### src/rtl/inst_fetch_unit.sv
// inst_fetch_unit
//
// Instruction fetch unit for the MIPS-style cores. It holds the PC and reads
// one instruction word at a time from an external instruction memory using a
// req/ack handshake. Each fetched word is held in a one-entry output buffer and
// offered to decode with a valid/ready handshake, together with its PC and the
// split decode fields. Execute can redirect the fetch stream. When a redirect
// arrives while a memory read is still outstanding, the unit waits for that
// read's ack and throws the returned word away.
//
// Optional feature macro: IFU_BRANCH_EN
//   defined   : adds the br_taken/br_pc/br_offset ports and the relative branch
//               target adder.
//   undefined : only jmp_en can redirect.
//
// Parameters
//   ADDR_W    word-address width of the PC and of mem_addr
//   RESET_PC  PC value loaded on reset
//
// Ports
//   clk          clock; all state changes on the rising edge
//   Reset        synchronous active-high reset
//   mem_req      memory read request
//   mem_addr     word address of the request
//   mem_ack      one-cycle pulse; mem_rdata is valid in that cycle
//   mem_rdata    instruction word from memory
//   inst_valid   output buffer holds an instruction
//   inst_ready   decode accepts the buffered instruction
//   inst_code    buffered instruction word
//   pc_out       word address of inst_code
//   op_code, rs_addr, rt_addr, rd_addr, shamt, func, imm, address
//                decode fields taken from inst_code
//   jmp_en       jump redirect pulse
//   jmp_target   jump word address
//   br_taken     branch redirect              (IFU_BRANCH_EN only)
//   br_pc        word address of the branch   (IFU_BRANCH_EN only)
//   br_offset    signed word offset           (IFU_BRANCH_EN only)

module inst_fetch_unit #(
  parameter int                ADDR_W   = 6,
  parameter logic [ADDR_W-1:0] RESET_PC = '0
) (
  input  logic              clk,
  input  logic              Reset,
  output logic              mem_req,
  output logic [ADDR_W-1:0] mem_addr,
  input  logic              mem_ack,
  input  logic [31:0]       mem_rdata,
  output logic              inst_valid,
  input  logic              inst_ready,
  output logic [31:0]       inst_code,
  output logic [ADDR_W-1:0] pc_out,
  output logic [5:0]        op_code,
  output logic [4:0]        rs_addr,
  output logic [4:0]        rt_addr,
  output logic [4:0]        rd_addr,
  output logic [4:0]        shamt,
  output logic [5:0]        func,
  output logic [31:0]       imm,
  output logic [25:0]       address,
  input  logic              jmp_en,
  input  logic [ADDR_W-1:0] jmp_target
`ifdef IFU_BRANCH_EN
  ,
  input  logic              br_taken,
  input  logic [ADDR_W-1:0] br_pc,
  input  logic [15:0]       br_offset
`endif
);

  typedef enum logic [1:0] {
    FETCH = 2'd0,
    FULL  = 2'd1,
    DRAIN = 2'd2
  } state_t;

  state_t            state_q;
  logic [ADDR_W-1:0] pc_q;
  logic [ADDR_W-1:0] drain_addr_q;
  logic              inst_valid_q;
  logic [31:0]       inst_code_q;
  logic [ADDR_W-1:0] pc_out_q;

  logic              redirect;
  logic [ADDR_W-1:0] target_pc;

  // Redirect request and target. jmp_en wins over a branch in the same cycle.
  // The branch target is computed modulo 2^ADDR_W, so each operand is
  // truncated to ADDR_W bits before the add.
`ifdef IFU_BRANCH_EN
  assign redirect  = jmp_en | br_taken;
  assign target_pc = jmp_en ? jmp_target
                            : br_pc + ADDR_W'(1) + ADDR_W'($signed(br_offset));
`else
  assign redirect  = jmp_en;
  assign target_pc = jmp_target;
`endif

  // Fetch control FSM. A redirect while a read is outstanding moves to DRAIN.
  // DRAIN keeps the abandoned address on the bus until that read is acked.
  always_ff @(posedge clk) begin
    if (Reset) begin
      state_q      <= FETCH;
      pc_q         <= RESET_PC;
      drain_addr_q <= '0;
      inst_valid_q <= 1'b0;
      inst_code_q  <= '0;
      pc_out_q     <= '0;
    end else begin
      unique case (state_q)
        FETCH: begin
          if (redirect) begin
            pc_q <= target_pc;
            if (!mem_ack) begin
              drain_addr_q <= pc_q;
              state_q      <= DRAIN;
            end
          end else if (mem_ack) begin
            inst_code_q  <= mem_rdata;
            pc_out_q     <= pc_q;
            pc_q         <= pc_q + ADDR_W'(1);
            inst_valid_q <= 1'b1;
            state_q      <= FULL;
          end
        end
        FULL: begin
          if (redirect || inst_ready) begin
            inst_valid_q <= 1'b0;
            state_q      <= FETCH;
            if (redirect) begin
              pc_q <= target_pc;
            end
          end
        end
        DRAIN: begin
          if (redirect) begin
            pc_q <= target_pc;
          end
          if (mem_ack) begin
            state_q <= FETCH;
          end
        end
        default: begin
          state_q <= FETCH;
        end
      endcase
    end
  end

  // The request is gated by Reset so that nothing is issued while Reset is held.
  assign mem_req    = !Reset && ((state_q == FETCH) || (state_q == DRAIN));
  assign mem_addr   = (state_q == DRAIN) ? drain_addr_q : pc_q;

  assign inst_valid = inst_valid_q;
  assign inst_code  = inst_code_q;
  assign pc_out     = pc_out_q;

  // Decode fields taken combinationally from the buffered instruction.
  assign op_code = inst_code_q[31:26];
  assign rs_addr = inst_code_q[25:21];
  assign rt_addr = inst_code_q[20:16];
  assign rd_addr = inst_code_q[15:11];
  assign shamt   = inst_code_q[10:6];
  assign func    = inst_code_q[5:0];
  assign imm     = {{16{inst_code_q[15]}}, inst_code_q[15:0]};
  assign address = inst_code_q[25:0];

endmodule

### config.mk
export PLATFORM = sky130hd
export DESIGN_NAME = inst_fetch_unit
export DESIGN_NICKNAME = d
export VERILOG_FILES = /design/src/rtl/inst_fetch_unit.sv
export SDC_FILE = /design/constraint.sdc
export NUM_CORES = 1
export LEC_CHECK = 0
export CAP_MARGIN = 20
export CORE_UTILIZATION = 35
export CTS_BUF_LIST = sky130_fd_sc_hd__clkbuf_2 sky130_fd_sc_hd__clkbuf_4 sky130_fd_sc_hd__clkbuf_8
export CTS_CLUSTER_SIZE = 20
export DETAILED_ROUTE_END_ITERATION = 8
export PLACE_DENSITY = 0.83
export SETUP_SLACK_MARGIN = 0.02
export SLEW_MARGIN = 20
export SYNTH_ARGS = -nofsm -noshare
export SYNTH_HDL_FRONTEND = slang
export SYNTH_SLANG_ARGS = --single-unit
### constraint.sdc
create_clock -name clk -period 1.67 [get_ports clk]
set_input_delay 0.2505 -clock clk [delete_from_list [all_inputs] [get_ports clk]]
set_output_delay 0.2505 -clock clk [all_outputs]
set_load 0.005 [all_outputs]
# After elaboration in Yosys (flattened, before gate mapping)
# Index checks and enable logic that the tools add are counted.
dict set report classes {
  reduce_logical 12
  n_addsub 1
  muxes 16
  eq_ne 8
  bitwise_logic 2
}
# operator n
set ops {}
lappend ops {{6-bit 2-to-1 mux} 5}
lappend ops {{6-bit case mux with 3 select lines} 1}
lappend ops {{2-bit 2-to-1 mux} 5}
lappend ops {{3-bit AND reduction} 3}
lappend ops {{2-bit inequality test (second input constant)} 4}
lappend ops {{4-bit AND reduction} 2}
lappend ops {{6-bit by 1-bit adder with 6-bit output (second input constant)} 1}
lappend ops {{3-bit inequality test (second input constant)} 2}
lappend ops {{2-bit case mux with 3 select lines} 1}
lappend ops {{1-bit 2-to-1 mux} 3}
lappend ops {{3-bit nonzero test} 1}
lappend ops {{2-bit by 1-bit == test with 1-bit output (second input constant)} 1}
lappend ops {{2-bit == test (second input constant)} 1}
lappend ops {{2-bit zero test} 1}
lappend ops {{1-bit logical OR} 2}
lappend ops {{1-bit NOT} 2}
lappend ops {{1-bit case mux with 2 select lines} 1}
lappend ops {{2-bit nonzero test} 1}
lappend ops {{1-bit logical AND} 1}
lappend ops {{1-bit zero test} 1}
dict set report totals {
  input_bits 43
  out_inout_bits 136
  register_bits 53
  word_cells 45
}

# Depth between registers and ports, before layout
# Gate-level depths: netlist (run 1).
dict set report depth {
  depth_word 4
  ltp_mapped 7
  depth_no_buf 6
}

# Worst setup path before layout (run 1)
# Ideal clock, no wire load.
dict set report synth_path {
  path_type {register to register}
  startpoint {register state_q[0]}
  endpoint {register pc_q[0]}
  stages_incl_launch_ff 8
  t_arrival_ps 1420
  path_buffers 1
  setup_time_ps 132
  period_less_slack_ps 1552
  path_slack_ps 118
  cell_sequence {dfxtp_1 > inv_1 > ha_1 > nor2_1 > a32o_1 > buf_6 > mux2i_1 > a21oi_1}
}
dict set report synth_between {
  elab_chain_len 3
}
# element line_no
set synth_rtl {}
lappend synth_rtl {{from (decl)} 77} ;# state_t state_q;
lappend synth_rtl {{from (signal assigned)} 103} ;# state_q <= FETCH;
lappend synth_rtl {{from (signal assigned)} 116} ;# state_q <= DRAIN;
lappend synth_rtl {{from (signal assigned)} 123} ;# state_q <= FULL;
lappend synth_rtl {{2-bit by 1-bit == test with 1-bit output, or another cell as far along} 110} ;# unique case (state_q)
lappend synth_rtl {{2-bit inequality test (no source line), or another cell as far along} -}
lappend synth_rtl {{3-bit AND reduction (no source line)} -}
lappend synth_rtl {{to (signal assigned)} 113} ;# pc_q <= target_pc;
lappend synth_rtl {{to (signal assigned)} 121} ;# pc_q <= pc_q + ADDR_W'(1);
lappend synth_rtl {{to (signal assigned)} 131} ;# pc_q <= target_pc;
lappend synth_rtl {{to (decl)} 78} ;# logic [ADDR_W-1:0] pc_q;
# Several ways; a longest one is shown, not always the timed one.
# A chain may end at the register's enable or synchronous reset.

# Worst setup path after layout (run 1)
dict set report layout_path {
  startpoint {register state_q[0]}
  endpoint {output mem_addr[3]}
}
dict set report layout_between {
  elab_chain_len 2
}
# element line_no
set layout_rtl {}
lappend layout_rtl {{2-bit == test} 152} ;# assign mem_addr = (state_q == DRAIN) ? drain_addr_q : pc_q;
lappend layout_rtl {{6-bit 2-to-1 mux} 152}
lappend layout_rtl {{to (decl)} 46} ;# output logic [ADDR_W-1:0] mem_addr,
# Every way passes these cells.

==> results of run 1 <==
-- state kept, by name (all words and copies together) (netlist names) --
register / flops
drain_addr_q: 6
inst_code: 32
inst_valid: 1
pc_out: 6
pc_q: 6
state_q: 2
-- timing repair --
item	CTS	global route
setup endpoints to repair	11	33
gates resized for setup	36	17
pin swaps	3	5
setup buffers	4	0
-- path summary, 6_finish.rpt --
check,start,endpoint,slack (ps),cells after the start
hold reg to reg,pc_out[4],pc_out[4],460,2
hold / removal,Reset,inst_code[2],450,3
setup / recovery,state_q[0],mem_addr[3],20,5
setup reg to reg,state_q[0],pc_q[5],70,8
-- cell type report --
cell class              instances  area share
flip-flops and latches         53      0.2412
inverters                       5    0.004246
multi-input cells             195      0.2457
clock inverters                 1    0.001132
clock buffers                   7     0.02179
repair buffers                203      0.4571
well taps                     102     0.02887
-- power breakdown --
part | internal [mW] | total [mW] | switching (mW)
clock | 0.375 | 0.771 | 0.396
sequential | 1.34 | 1.42 | 0.0750
combinational | 0.588 | 0.952 | 0.364
-- cell usage in the layout (no fill, tap or decap), types with 3 or more instances in the layout --
master / count
a211oi_2: 3
a21oi_1: 43
a21oi_2: 4
buf_12: 5
buf_2: 3
buf_4: 17
buf_6: 5
clkbuf_8: 7
clkdlybuf4s50_1: 170
dfxtp_1: 51
inv_2: 3
mux2_2: 3
mux2i_1: 7
nand2_1: 84
nand2b_1: 3
nand3_1: 5
nor2_1: 12
o21ai_0: 5
o22ai_1: 3
-- per-layer routing --
metal	wire length, um	vias up
met2	4043	102
met5	0	-
met3	465	3
met1	3240	1207
li1	-	1282
met4	17	0
-- metrics by stage --
step / instances / setup WS [ps]
6_report: 566 / 17.46
5_1_grt: 566 / -35.96
4_1_cts: 566 / 8.766
3_5_place_dp: 554 / -130.7
3_3_place_gp: 554 / -95.95
2_1_floorplan: 363 / 117.9
-- cell families (layout without fill, tap and decap cells) --
logic type	Yosys count	count (layout)	share of synthesized area
adders and majority gates	5	5	0.02161
buffers and inverters	115	216	0.2792
and+or+nand+nor	114	114	0.1590
AOI/OAI and AO/OA	63	63	0.1271
muxes	12	12	0.04365
xor gates and xnor gates	1	1	0.003026
DFF	53	53	0.3665
-- tightest hold or removal path: stages --
cell and delay [ps]:
buf_2 140, buf_12 190, a21oi_1 120
==> key figures, run 1 <==
Floorplanning
  – Total core area: 0.007848 mm^2
  – Die Wd: 92.95 um
  – Io pins: between 150 and 200
  – Rows: 32
  – Starting Density: 0.3689
  – Die span in y: 92.95 um
  – DIE AREA: 0.008640 mm^2

Logic synthesis
  – EDFF count, synth: 0
  – Top cells by count, synth: 97 x buf_4, 84 x nand2_1, 53 x dfxtp_1
  – Count leader, synth: buf_4
  – Ys flop type: dfxtp_1
  – Post-synthesis sequential area ratio: 0.3665
  – Top cells by area, synth: dfxtp_1 37%, buf_4 25%, nand2_1 11%
  – #FFs+latches synth: 53
  – Async S/R FF share, synth: 0
  – Count of different cell masters after synthesis: 30
  – Synth Net Count: a little over 400
  – Synthesized cell area: around 0.0029 mm^2
  – Yosys top cell area share: 0.3665
  – Synth Area per Inst: 7.976 um^2
  – Largest area contributor in the netlist: dfxtp_1
  – YS warnings: 0
  – Synth Instances: 363

Final layout
  – Util after Layout: 0.5633
  – Fillcell total: 705
  – Multi-input logic area: 0.001086 mm^2
  – FF/Latch Area: around 0.0011 mm^2
  – Post-route cell area: 0.004420 mm^2
  – Share of cells above drive strength 1: 0.1444
  – ANT cells: 0
  – P&R area growth vs syn: 52.68%
  – Post-layout nets: 511

Timing
  – Worst-margin pin slew: 335.1 ps
  – Setup_tns: 0 ps
  – RSZ-0062 raised after global routing: yes
  – Upper clock frequency limit: 605.1 MHz
  – Slew margin rel.: 0.7766
  – Hold Worst Slack: around 450 ps
  – Slew Limit Fails: 0
  – Fin crit period: between 1500 and 2000 ps
  – Skew final: 5.236 ps
  – Hold Fails Final Rpt: 0
  – Finish-stage setup viols: 0
  – Period utilization: 0.9895

Clocking
  – TritonCTS clock tree: yes
  – CTS clk-pin slew, worst paths: 90 ps
  – CTS Buf Count: 5
  – H-tree Lvls: 2
  – Clk_lat worst skew: 300 ps
  – Root buffer cell: clkbuf_8
  – Clock buffer depth: 2
  – Clk sinks: 53
  – Post-cts hold buffer count: 0

Critical path
  – Worst Setup End Kind: output pin
  – Buf/Inv on CP: 3
  – Worst endpoint data arrival time: 1400 ps
  – Req. time, crit path: 1420 ps
  – Most used cell, CP: buf_6
  – Critical-path maximum fanout: 5
  – Worst path max stage delay: 350 ps
  – Largest delay contributor family on the critical path: flip-flops
  – Crit Path Class: reg -> out
  – Worst setup SP type: flop
  – Cells along the critical path: inv_2 -> ha_4 -> buf_6 -> mux2_4 -> buf_6
  – CP max stage cell: dfxtp_2

Global route
  – Grt met2 use: 0.3186
  – Met3 Use GR: 0.02956
  – First-pass GRT wire length: 12.14 mm
  – Gr usage total: 0.1743
  – Grt peak-use layer: met2
  – Largest net degree at the start of global routing: 54
  – M1 GR Usage: 0.2135
  – Vias in the first global route: 2418
  – Total gr overflow: 0
  – Initial antenna violation count: 0

Detailed routing
  – First-pass detailed-route iteration total: 4
  – Via count: between 2000 and 3000
  – Final wirelength: 7.766 mm
  – Post-route ant nets: 0
  – DRT iter0 DRCs: 77
  – Wire per inst: 13.72 um
  – Drt via density: 4.583
  – DRC errors left: 0

Power and ir drop
  – Worst VDD drop: 0.3383 mV
  – P_leak: 1.652 nW
  – Power Dens Cells: 710.2 mW/mm^2
  – Power, Total: 3.139 mW

Place
  – DP HPWL: 5.730 mm
  – Cell Area, Placed: 0.004230 mm^2
  – Port bufs: 178
  – Final Wtd Congestion: 0.8043

Job
  – Number of max-cap violations: 0

Worst hold path
  – Worst hold path class: in -> reg

Run status
  – Status: finished, final reports clean
(Power assumes the default switching activity.)
==> run 2: changes to the inputs <==
--- a/config.mk
+++ b/config.mk
@@ -6,11 +6,11 @@
 export NUM_CORES = 1
 export LEC_CHECK = 0
 export CAP_MARGIN = 20
-export CORE_UTILIZATION = 35
+export CORE_UTILIZATION = 38
 export CTS_BUF_LIST = sky130_fd_sc_hd__clkbuf_2 sky130_fd_sc_hd__clkbuf_4 sky130_fd_sc_hd__clkbuf_8
 export CTS_CLUSTER_SIZE = 20
 export DETAILED_ROUTE_END_ITERATION = 8
-export PLACE_DENSITY = 0.83
+export PLACE_DENSITY = 0.85
 export SETUP_SLACK_MARGIN = 0.02
 export SLEW_MARGIN = 20
 export SYNTH_ARGS = -nofsm -noshare
==> constraint.sdc (replaced) <==
create_clock -name clk -period 1.6 [get_ports clk]
set_input_delay 0.24 -clock clk [delete_from_list [all_inputs] [get_ports clk]]
set_output_delay 0.24 -clock clk [all_outputs]
set_load 0.005 [all_outputs]
==> key figures, run 2 (synthesized netlist as in run 1, its figures left out) <==
Detailed routing
  – DRC errors left: 0 (unchanged)
  – Post-route ant nets: 0 (unchanged)
  – Final wirelength: 8.364 mm (+7.7%)
  – First-pass detailed-route iteration total: 4 (unchanged)
  – Wire per inst: 14.80 um (+7.9%)
  – Drt via density: 4.713 (+2.8%)
  – DRT iter0 DRCs: 72 (-6.5%)
  – Via count: 2663 (+2.7%)

Critical path
  – CP max stage cell: dfxtp_2
  – Worst Reg-to-Reg Cells: 8 (unchanged)
  – Cells along the critical path: inv_2 -> ha_4 -> buf_6 -> mux2_4 -> buf_6
  – RR Endpoint: pc_q[1]
  – Largest delay contributor family on the critical path: flip-flops
  – Crit Path Class: reg -> out
  – Worst r2r src: state_q[0]
  – Worst endpoint data arrival time: 1450 ps (+50 ps)
  – Req. time, crit path: 1360 ps (-60 ps)
  – R2R setup slack: -40 ps (-110 ps)
  – Critical-path maximum fanout: 6 (+1)
  – Buf/Inv on CP: 3 (unchanged)
  – Worst path max stage delay: 340 ps (about the same)
  – Worst setup SP type: flop
  – Worst Setup End Kind: output pin
  – Most used cell, CP: buf_6

Power and ir drop
  – Internal power: 2.522 mW (+9.4%)
  – Combinational fraction of design power: 0.307 (+0.004)
  – Net Sw Power: 944.9 uW (+13%)
  – Seq pwr share: 0.429 (-0.022)
  – Power, Total: 3.467 mW (+10%)
  – Clock network power share: 0.264 (+0.018)
  – P_leak: 1.766 nW (+6.9%)
  – Power Dens Cells: 761.5 mW/mm^2 (+7.2%)
  – Net Sw Frac: 0.2725 (+0.006638)
  – Worst VDD drop: 0.3913 mV (+16%)

Clocking
  – Clk_lat worst skew: 310 ps (about the same)
  – Root buffer cell: clkbuf_8
  – Clk sinks: 53 (unchanged)
  – CTS clk-pin slew, worst paths: 100 ps (about the same)
  – TritonCTS clock tree: yes
  – Clock buffer depth: 2 (unchanged)
  – CTS Buf Count: 5 (unchanged)
  – H-tree Lvls: 2 (unchanged)

Timing
  – Slew margin rel.: 0.6108 (-0.1659)
  – Fin crit period: roughly 1700 ps
  – PnR worst setup slack: -88.39 ps (-105.9 ps)
  – RSZ-0062 raised after global routing: yes
  – Slew Limit Fails: 0 (unchanged)
  – Finish-stage setup viols: 8 (+8)
  – Skew final: 13.13 ps (+7.891 ps)
  – Period utilization: 1.055
  – Hold Fails Final Rpt: 0 (unchanged)
  – Worst-margin pin slew: 583.8 ps (+248.8 ps)
  – Upper clock frequency limit: 592.3 MHz

Global route
  – Initial antenna violation count: 0 (unchanged)
  – Total gr overflow: 0 (unchanged)
  – Vias in the first global route: 2374 (-1.8%)
  – Gr usage total: 0.1935 (+0.01915)
  – First-pass GRT wire length: 11.72 mm (-3.5%)
  – Largest net degree at the start of global routing: 54 (unchanged)

Run status
  – Failing checks: setup timing
  – Status: finished with violations

Final layout
  – Commonest non-fill, non-tap cell in the layout: clkdlybuf4s50_1
  – ANT cells: 0 (unchanged)
  – Post-route cell area: 0.004553 mm^2 (+3.0%)
  – P&R area growth vs syn: 57.26%
  – Fillcell total: 646 (-8.4%)
  – Most frequent cells in the layout: 166 x clkdlybuf4s50_1, 83 x nand2_1, 46 x dfxtp_1
  – Max reg flops: 32 (unchanged)
  – Post-layout nets: 513 (+0.39%)
  – Share of cells above drive strength 1: 0.1824 (+0.03801)

Worst hold path
  – Worst hold path class: reg -> reg
  – WHS Endpoint: pc_out[5]
  – Hold-critical path depth: 2 (-1)
  – Hold wc startpoint: pc_out[5]

Place
  – DP HPWL: 5.982 mm (+4.4%)
  – Cell Area, Placed: 0.004194 mm^2 (-0.86%)
  – Final Wtd Congestion: 0.8425 (+4.7%)
  – Port bufs: 178 (unchanged)

Floorplanning
  – Rows: 31 (-3.1%)
  – Total core area: 0.007292 mm^2 (-7.1%)
  – Die span in y: 89.29 um (-3.9%)
  – Io pins: 179 (unchanged)
  – Die Wd: 89.29 um (-3.9%)
  – Starting Density: 0.3970 (+0.02811)
  – DIE AREA: 0.007972 mm^2 (-7.7%)

Job
  – Number of max-cap violations: 0 (unchanged)
run 2: repair_timing:
item	in CTS	in global routing
hold endpoints to repair	0	0
resized for setup	65	28
endpoints found under the setup margin	40	34
cloned	1	0
hold buffers	0	0
buffers inserted	4	2
pin swaps	5	6
run 2: final cells by class:
class / instances / area, um^2 / area share
flip-flops and latches: 53 / 1072 / 0.2355
clock inverters: 3 / 46.29 / 0.01017
inverters: 5 / 21.27 / 0.004672
repair buffers: 205 / 2049 / 0.4501
multi-input cells: 195 / 1171 / 0.2572
clock buffers: 5 / 68.82 / 0.01511
well taps: 99 / 123.9 / 0.02721
run 2: power groups by stage:
stage	sequential, mW	combinational [mW]	clock [mW]
final	1.49	1.06	0.917
after global routing	1.50	1.15	0.998
after CTS	1.48	1.01	0.941
after detailed placement	1.51	0.947	0
after global placement	1.50	0.919	0
after floorplan	1.51	0.485	0
run 2: worst max-delay path by stage:
stage | from | endpoint | depth (start not counted) | slack [ps]
6_report | state_q[0] | mem_addr[5] | 5 | -90
5_1_grt | state_q[0] | mem_addr[5] | 5 | -140
4_1_cts | state_q[0] | mem_addr[5] | 5 | -80
3_5_place_dp | mem_ack | pc_q[4] | 6 | -250
3_3_place_gp | mem_ack | pc_q[1] | 6 | -190
2_1_floorplan | state_q[0] | pc_q[0] | 7 | 50
run 2: per-layer routing:
metal / share of wire / vias up / global-route usage
li1: - / 1292 / -
met1: 0.38 / 1248 / 0.2100
met2: 0.55 / 115 / 0.3713
met3: 0.068 / 8 / 0.04801
met4: 0.0068 / 0 / 0.05195
met5: 0 / - / 0
run 2: worst min-delay path: cells and delay by family, from the launching register on:
kind	cells	cell delay, ps
simple gates	1	50
compound gates	1	50
flops	1	320
run 2: metrics by stage:
step | worst slack, ps | hold slack [ps] | TNS, ps | utilization | instances
after detailed placement | -254.3 | 448.3 | -2938 | 0.5752 | 550
after floorplan | 47.94 | 376.0 | 0 | - | 363
final | -88.39 | 458.3 | -393.8 | 0.6244 | 565
after global routing | -141.6 | 469.9 | -968.1 | 0.6244 | 565
after global placement | -187.6 | 444.5 | -2089 | 0.5752 | 550
after CTS | -83.13 | 462.7 | -224.8 | 0.6084 | 563
==> run 3: changes to the inputs <==
--- a/config.mk
+++ b/config.mk
@@ -6,11 +6,11 @@
 export NUM_CORES = 1
 export LEC_CHECK = 0
 export CAP_MARGIN = 20
-export CORE_UTILIZATION = 38
+export CORE_UTILIZATION = 35
 export CTS_BUF_LIST = sky130_fd_sc_hd__clkbuf_2 sky130_fd_sc_hd__clkbuf_4 sky130_fd_sc_hd__clkbuf_8
 export CTS_CLUSTER_SIZE = 20
 export DETAILED_ROUTE_END_ITERATION = 8
-export PLACE_DENSITY = 0.85
+export PLACE_DENSITY = 0.83
 export SETUP_SLACK_MARGIN = 0.02
 export SLEW_MARGIN = 20
 export SYNTH_ARGS = -nofsm -noshare
==> constraint.sdc (replaced) <==
create_clock -name clk -period 1.5 [get_ports clk]
set_input_delay 0.225 -clock clk [delete_from_list [all_inputs] [get_ports clk]]
set_output_delay 0.225 -clock clk [all_outputs]
set_load 0.005 [all_outputs]
==> key figures, run 3 (synthesized netlist as in run 1, its figures left out) <==
Timing
  – PnR worst setup slack: -165.8 ps (-77.43 ps)
  – Upper clock frequency limit: 600.3 MHz
  – Worst-margin pin slew: 694.6 ps (+110.8 ps)
  – Skew final: 7.816 ps (-5.312 ps)
  – Period utilization: 1.111
  – Hold Worst Slack: 456.7 ps (-1.620 ps)
  – Slew margin rel.: 0.5369 (-0.07386)
  – Slew Limit Fails: 0 (unchanged)
  – Finish-stage setup viols: 22 (+14)
  – Hold Fails Final Rpt: 0 (unchanged)
  – Fin crit period: 1666 ps
  – RSZ-0062 raised after global routing: yes
  – Setup_tns: -1192 ps (-798.2 ps)

Power and ir drop
  – Seq pwr share: 0.396 (-0.033)
  – Power Dens Cells: 821.8 mW/mm^2 (+7.9%)
  – Internal power: 2.926 mW (+16%)
  – P_leak: 1.957 nW (+11%)
  – Clock network power share: 0.291 (+0.027)
  – Worst VDD drop: 0.4789 mV (+22%)
  – Combinational fraction of design power: 0.313 (+0.006)
  – Net Sw Frac: 0.2670 (-0.005501)
  – Net Sw Power: 1.066 mW (+13%)

Job
  – Number of max-cap violations: 0 (unchanged)

Final layout
  – P&R area growth vs syn: 67.76%
  – Non-Filler Instances: 580 (+2.7%)
  – Post-layout nets: 525 (+2.3%)
  – Commonest non-fill, non-tap cell in the layout: clkdlybuf4s50_1
  – Most frequent cells in the layout: 147 x clkdlybuf4s50_1, 81 x nand2_1, 28 x a21oi_1
  – ANT cells: 0 (unchanged)
  – Share of cells above drive strength 1: 0.2824 (+0.1000)
  – Util after Layout: 0.6189 (-0.005458)
  – Max reg flops: 32 (unchanged)
  – Fillcell total: 653 (+1.1%)

Detailed routing
  – Met3 routed WL: 426 um (-25%)
  – Post-route met1 wirelength: 3.675 mm (+16%)
  – DRC errors left: 0 (unchanged)
  – Final wirelength: 9.034 mm (+8.0%)
  – DRT iter0 DRCs: 80 (+11%)
  – First-pass detailed-route iteration total: 4 (unchanged)
  – Post-route ant nets: 0 (unchanged)
  – Via count: 2676 (+0.49%)
  – Drt via density: 4.614 (-2.1%)
  – Met2 wire len: 4.899 mm (+7.3%)
  – Max layer used: met4
  – Wire per inst: 15.58 um (+5.2%)

Global route
  – Vias in the first global route: 2392 (+0.76%)
  – First-pass GRT wire length: 12.23 mm (+4.4%)
  – Gr usage total: 0.1779 (-0.01558)
  – Largest net degree at the start of global routing: 54 (unchanged)
  – Initial antenna violation count: 0 (unchanged)
  – Total gr overflow: 0 (unchanged)

Critical path
  – Worst endpoint data arrival time: 1440 ps (about the same)
  – Req. time, crit path: 1270 ps (-90 ps)
  – Worst r2r src: state_q[0]
  – Crit Path Class: reg -> out
  – Worst setup SP type: flop
  – Critical-path maximum fanout: 6 (unchanged)
  – Worst Setup SP: state_q[0]
  – Worst Setup End Kind: output pin

Run status
  – Status: finished with violations
  – Failing checks: setup timing

Worst hold path
  – Hold wc startpoint: mem_rdata[1]
  – Worst hold path class: in -> reg

Clocking
  – TritonCTS clock tree: yes
  – Post-cts hold buffer count: 0 (unchanged)
  – CTS Buf Count: 5 (unchanged)
  – Root buffer cell: clkbuf_8
  – CTS clk-pin slew, worst paths: 100 ps (about the same)
  – Clk_lat worst skew: 300 ps (about the same)
  – Clock buffer depth: 2 (unchanged)
  – Clk sinks: 53 (unchanged)
  – H-tree Lvls: 2 (unchanged)

Floorplanning
  – DIE AREA: 0.008640 mm^2 (+8.4%)
  – Rows: 32 (+3.2%)
  – Die Wd: 92.95 um (+4.1%)
  – Io pins: 179 (unchanged)
  – Total core area: 0.007848 mm^2 (+7.6%)
  – Starting Density: 0.3689 (-0.02811)
  – Die span in y: 92.95 um (+4.1%)

Place
  – Pre-CTS WS: -277.3 ps (-22.93 ps)
  – Number of placed instances, taps included: 556 (+1.1%)
  – Final Wtd Congestion: 0.8043 (-4.5%)
  – Port bufs: 178 (unchanged)
  – DP HPWL: 5.896 mm (-1.4%)
==> run 3: layout make-up <==
type / instances / area, um^2 / share of cell area
Clock inverter: 3 / 68.82 / 0.01417
Multi-Input combinational cell: 195 / 1260 / 0.2594
Tap cell: 102 / 127.6 / 0.02628
Timing Repair Buffer: 217 / 2208 / 0.4547
Inverter: 5 / 21.27 / 0.004379
Clock buffer: 5 / 68.82 / 0.01417
Sequential cell: 53 / 1102 / 0.2269
==> run 3: per-layer routing <==
metal | global-route usage | vias to the layer above
li1 | - | 1312
met5 | 0 | -
met1 | 0.2042 | 1274
met2 | 0.3431 | 86
met3 | 0.03284 | 4
met4 | 0.02692 | 0
==> run 3: metrics by stage <==
| step | cell area [um^2] | total power, mW |
|---|---|---|
| 6_report | 4857 | 3.992 |
| 2_1_floorplan | 2910 | 2.135 |
| 3_5_place_dp | 4223 | 2.627 |
| 3_3_place_gp | 4223 | 2.596 |
| 4_1_cts | 4557 | 3.882 |
| 5_1_grt | 4857 | 4.170 |
==> run 3: path summary, 6_finish.rpt <==
path	endpoint	slack [ps]	depth (start not counted)
min	inst_code[1]	460	3
max	mem_addr[0]	-170	5
max reg2reg	pc_q[3]	-100	8
min reg2reg	pc_out[1]	470	2
==> run 3: power groups by stage <==
stage / registers, mW / clock network, mW / logic (mW)
after global routing: 1.59 / 1.24 / 1.33
final: 1.58 / 1.16 / 1.25
after global placement: 1.60 / 0 / 0.997
after CTS: 1.58 / 1.19 / 1.11
after floorplan: 1.61 / 0 / 0.525
after detailed placement: 1.60 / 0 / 1.02
==> run 3: what timing repair did <==
item / 4_1_cts / 5_1_grt
resized for setup: 105 / 52
buffers inserted: 7 / 1
cloned: 1 / 7
pin swaps: 11 / 9
setup endpoints to repair: 82 / 91
==> run 3: worst max-delay path, stage by stage (launching register included) <==
cell and delay, ps:
dfxtp_2 340, inv_2 70, ha_4 200, buf_6 120, mux2_4 290, buf_6 120
